==> src/rtl/log2_eval_sched.sv <==
// Two-requester scheduler evaluating piecewise-quadratic log2 on one shared ROM and multiplier; LOG2_ROUND_EN enables round-half-up with saturation.
// Latency: 4+ROM_LAT cycles from acceptance edge to z_valid; one operation in flight at a time.
// Backpressure: z_ready low holds OUT (z/z_id stable); no request is acknowledged while busy.
module log2_eval_sched #(
    parameter int K_SHIFT = 0,
    parameter int ROM_LAT = 1
) (
    input  logic        clk,
    input  logic        rst_n,
    input  logic        req0,
    input  logic [22:0] X0,
    output logic        ack0,
    input  logic        req1,
    input  logic [22:0] X1,
    output logic        ack1,
    output logic        tbl_rd,
    output logic [5:0]  tbl_idx,
    input  logic [13:0] tbl_a,
    input  logic [37:0] tbl_b,
    input  logic [59:0] tbl_c,
    output logic        z_valid,
    input  logic        z_ready,
    output logic [22:0] z,
    output logic        z_id,
    output logic        busy
);

    localparam int AW = 64 + K_SHIFT;

    typedef enum logic [2:0] {IDLE, FETCH, SQ, AX, BX, SUM, OUT} state_t;

    state_t      state, state_nxt;
    logic        grant, grant_id;
    logic        last_id, id_q;
    logic [1:0]  lat_cnt;
    logic [16:0] x_q;
    logic [13:0] a_q;
    logic [37:0] b_q;
    logic [59:0] c_q;
    logic [33:0] p_q;
    logic [47:0] t_q;
    logic [54:0] s_q;
    logic [37:0] mul_a;
    logic [33:0] mul_b;
    logic [54:0] mul_p;
    logic [AW-1:0] acc;
    logic [22:0] z_nxt;
    logic        unused_acc;

    always_comb begin
        state_nxt = state;
        grant     = 1'b0;
        grant_id  = 1'b0;
        case (state)
            IDLE: begin
                // On a tie, serve whoever was not granted last.
                if (req0 && req1) begin
                    grant    = 1'b1;
                    grant_id = ~last_id;
                end else if (req0) begin
                    grant    = 1'b1;
                    grant_id = 1'b0;
                end else if (req1) begin
                    grant    = 1'b1;
                    grant_id = 1'b1;
                end
                if (grant) state_nxt = FETCH;
            end
            FETCH:   if (lat_cnt == 2'(ROM_LAT - 1)) state_nxt = SQ;
            SQ:      state_nxt = AX;
            AX:      state_nxt = BX;
            BX:      state_nxt = SUM;
            SUM:     state_nxt = OUT;
            OUT:     if (z_ready) state_nxt = IDLE;
            default: state_nxt = IDLE;
        endcase
    end

    always_comb begin
        mul_a = '0;
        mul_b = '0;
        case (state)
            SQ: begin
                mul_a = {21'd0, x_q};
                mul_b = {17'd0, x_q};
            end
            AX: begin
                mul_a = {24'd0, a_q};
                mul_b = p_q >> K_SHIFT;
            end
            BX: begin
                mul_a = b_q;
                mul_b = {17'd0, x_q};
            end
            default: ;
        endcase
    end

    // Every product used here fits in 55 bits, so the upper product bits are never formed.
    assign mul_p = 55'(mul_a) * 55'(mul_b);

    // t is shifted back up so the only precision loss is the truncation of x*x.
    assign acc = (AW'(s_q) << K_SHIFT) - (AW'(t_q) << K_SHIFT) + (AW'(c_q) << K_SHIFT);
    assign unused_acc = ^acc;

`ifdef LOG2_ROUND_EN
    logic [23:0] z_rnd;
    assign z_rnd = {1'b0, acc[37+K_SHIFT +: 23]} + {23'd0, acc[36+K_SHIFT]};
    assign z_nxt = z_rnd[23] ? 23'h7FFFFF : z_rnd[22:0];
`else
    assign z_nxt = acc[37+K_SHIFT +: 23];
`endif

    assign busy = (state != IDLE);

    always_ff @(posedge clk or negedge rst_n) begin
        if (!rst_n) begin
            state   <= IDLE;
            last_id <= 1'b1;
            id_q    <= 1'b0;
            lat_cnt <= '0;
            x_q     <= '0;
            a_q     <= '0;
            b_q     <= '0;
            c_q     <= '0;
            p_q     <= '0;
            t_q     <= '0;
            s_q     <= '0;
            ack0    <= 1'b0;
            ack1    <= 1'b0;
            tbl_rd  <= 1'b0;
            tbl_idx <= '0;
            z_valid <= 1'b0;
            z       <= '0;
            z_id    <= 1'b0;
        end else begin
            state  <= state_nxt;
            ack0   <= grant && !grant_id;
            ack1   <= grant && grant_id;
            tbl_rd <= grant;
            if (grant) begin
                x_q     <= grant_id ? X1[16:0] : X0[16:0];
                tbl_idx <= grant_id ? X1[22:17] : X0[22:17];
                id_q    <= grant_id;
                last_id <= grant_id;
                lat_cnt <= '0;
            end
            case (state)
                FETCH: lat_cnt <= lat_cnt + 2'd1;
                SQ: begin
                    a_q <= tbl_a;
                    b_q <= tbl_b;
                    c_q <= tbl_c;
                    p_q <= mul_p[33:0];
                end
                AX:  t_q <= mul_p[47:0];
                BX:  s_q <= mul_p;
                SUM: begin
                    z       <= z_nxt;
                    z_id    <= id_q;
                    z_valid <= 1'b1;
                end
                OUT: if (z_ready) z_valid <= 1'b0;
                default: ;
            endcase
        end
    end

endmodule
==> config.mk <==
export PLATFORM = sky130hd
export DESIGN_NAME = log2_eval_sched
export DESIGN_NICKNAME = d
export VERILOG_FILES = /design/src/rtl/log2_eval_sched.sv
export SDC_FILE = /design/constraint.sdc
export NUM_CORES = 2
export LEC_CHECK = 0
export ABC_AREA = 1
export BUFFER_PORTS_ARGS = -buffer_cell sky130_fd_sc_hd__buf_2
export CAP_MARGIN = 30
export CORE_MARGIN = 3
export CORE_UTILIZATION = 60
export CTS_CLUSTER_SIZE = 8
export DETAILED_ROUTE_END_ITERATION = 12
export GPL_ROUTABILITY_DRIVEN = 0
export PLACE_DENSITY = 0.76
export SLEW_MARGIN = 10
export SYNTH_ARGS = -nofsm -noshare
export SYNTH_HDL_FRONTEND = slang
export SYNTH_SLANG_ARGS = --single-unit
==> constraint.sdc <==
create_clock -name clk -period 12.8 [get_ports clk]
set_clock_uncertainty 0.1 [all_clocks]
set_input_delay 0 -clock clk [delete_from_list [all_inputs] [get_ports clk]]
set_output_delay 0 -clock clk [all_outputs]
set_load 0.01 [all_outputs]
==> flow_summary.toml <==
[floorplanning]
core_sq_um = 91900
die_h_microns = 311
start_util_pct = 60.7
dieArea_sq_um = 96700
ioPinCount = 198
die_w_microns = 311
rows = 111

[synth]
ys_seq_area_share_pct = 13.8
ys_ff_latch = 307
synth_area_leaders = "fa_1 (36%), dfrtp_1 (14%), nand2_1 (13%), inv_1 (12%), ha_1 (6.8%)"
syn-instance-count = 7293
yosys.area.top_type = "fa_1"
yosysMostFrequentCell = "nand2_1"
synth_common_cells = "nand2_1 (1991), inv_1 (1740), fa_1 (1016)"
yosys.area.top_type_share_pct = 36.4
synth.distinct_cells = 57
synthArstFlopShare_pct = 100
syn_area_sq_um = 55800
synth_area_per_cell_sq_um = 7.66
yosys_most_used_dff = "dfrtp_1"
ys_warn_count = 0
synth_edf_count = 0

[placement]
dp.final_hpwl_microns = 144000
io_buffers = 197
dpl_cell_area_sq_um = 58500

[finish]
fin_nets = 9287
drive_above_1_share_pct = 5.15
area_growth_pct = 10.5
nFillCells = 7803
design_area_sq_um = 61700

[timing]
setup_viol = 0
rsz0062_at_grt = "false"
min_period_ns = 10.34
relSlewSlack_pct = 31.1
timing.hold.ws_ns = 0.0274
fmax_mhz = 96.7
worst_pin_slew_ns = 1.03
final.period_utilization_pct = 80.8
hold_viol_final = 0
fin_tns_setup_ns = 0
finalMaxSlewViolations = 0

[clocking]
clkLatencyLatePin_ns = 0.62
cts_max_level = 2
cts.sinks = 307
cts-root-buf = "clkbuf_16"
clock_path_buffers = 3
cts.repair.resized = 0
clk_pin_slew_ns = 0.06
cts-buffers-inserted = 45
hold_buffers = 166
post_cts_buffers = 0
cts_tree = "done"

[global_route]
grt_max_degree = 109
grt_usage_pct = 38.0
grt_overflow = 0
grt_pass1_vias = 53069
antenna_found_initial = 5
grt_pass1_wl_microns = 287000

[drt]
drt_iter0_drc = 6022
routed_wl_microns = 181000
detail_route.first_pass.iterations = 7
via_per_inst = 5.59
drc = 0
wl_per_cell_microns = 19.9
antenna_left = 0
vias = 50668

[critical_path]
rr_worst_depth = 34
startpoint_type = "register"
slowest_delay_ns = 0.75
crit_type = "reg2reg"
worstPathRequired_ns = 13.16
cp.arrival_ns = 10.70
critPathCaptureType = "register"
cp_max_fo = 108
critPathSlowestCell = "nor2_2"

[worst_hold_path]
hold_class = "in2reg"
hold_depth = 4

[status]
status = "complete, no violations"

[run]
max_cap_violations = 0
==> flip-flops by register name, summed over array words and instances (netlist names), 2 cells and up <==
signal   flops
s_q         55
c_q         60
x_q         17
a_q         14
p_q         34
t_q         48
tbl_idx      6
state        3
b_q         38
z           23
lat_cnt      2
==> worst paths after layout <==
kind | startpoint | endpoint | slack [ns]
setup / recovery | state[0] | t_q[35] | 2.46
hold / removal | tbl_c[25] | c_q[25] | 0.03
setup reg to reg | state[0] | t_q[35] | 2.46
hold reg to reg | z[14] | z[14] | 0.37
max in group asynchronous | rst_n | b_q[10] | 11.05
min in group asynchronous | rst_n | s_q[10] | 0.37
==> placed cells by master, fill, tap and decap left out, drive strengths merged, types with 16 or more instances in the layout <==
| cell | n |
|---|---|
| nand2 | 2014 |
| o21a | 19 |
| a21o | 16 |
| clkbuf | 62 |
| o211ai | 19 |
| xnor2 | 25 |
| a21oi | 214 |
| ha | 304 |
| inv | 1777 |
| dfrtp | 306 |
| conb | 255 |
| nor2 | 653 |
| dlygate4sd3 | 165 |
| xor2 | 44 |
| fa | 1016 |
| o21ai | 227 |
| nand3 | 230 |
| nor3 | 44 |
| buf | 246 |
| nand3b | 22 |
| o21bai | 42 |
| nand4 | 49 |
==> stage by stage <==
step	util, %	instances	setup WS (ns)
final	67.1	9070	2.46
after global routing	67.1	9067	2.25
after CTS	67.0	9060	2.95
after detailed placement	63.7	8828	3.03
after global placement	63.5	8822	2.99
after floorplan	-	7546	5.42
==> critical path, delay by kind of cell, from the launching register on <==
kind            cells  cell delay [ns]
compound gates      4             0.84
simple gates       10             2.16
fa+ha+maj           9             4.31
buf+inv            11             2.34
flops               1             0.37
==> per-layer routing <==
metal	routed length [microns]	share of wire, %	global-route usage, %	vias to the layer above
met1	65500	36	48.6	24480
met2	80100	44	59.5	3334
met4	11100	6.2	18.8	0
met5	0	0	0	-
met3	24000	13	11.1	716
li1	-	-	-	22138
==> cell type report <==
type	instances	area, sq um	share of cell area (%)
clock buffer	61	1210	1.95
multi-input combinational	5251	41200	66.8
inverter	1787	6710	10.9
sequential	307	7680	12.5
timing repair buffer	412	3200	5.19
clock inverter	5	140	0.227
antenna	4	10.0	0.0162
tap	1243	1560	2.52
==> logic make-up after synthesis <==
group / Yosys count / synth area share (%)
other: 2 / 0.0135
adders and majority gates: 1320 / 43.2
AOI/OAI and AO/OA: 571 / 5.83
xor gates and xnor gates: 69 / 1.08
buffers and inverters: 1988 / 14.2
DFF: 307 / 13.8
and+or+nand+nor: 3036 / 21.9
Power is left out: the tool's default activity adds up to more than one toggle a clock period on the data nets, which glitch-free logic cannot reach.
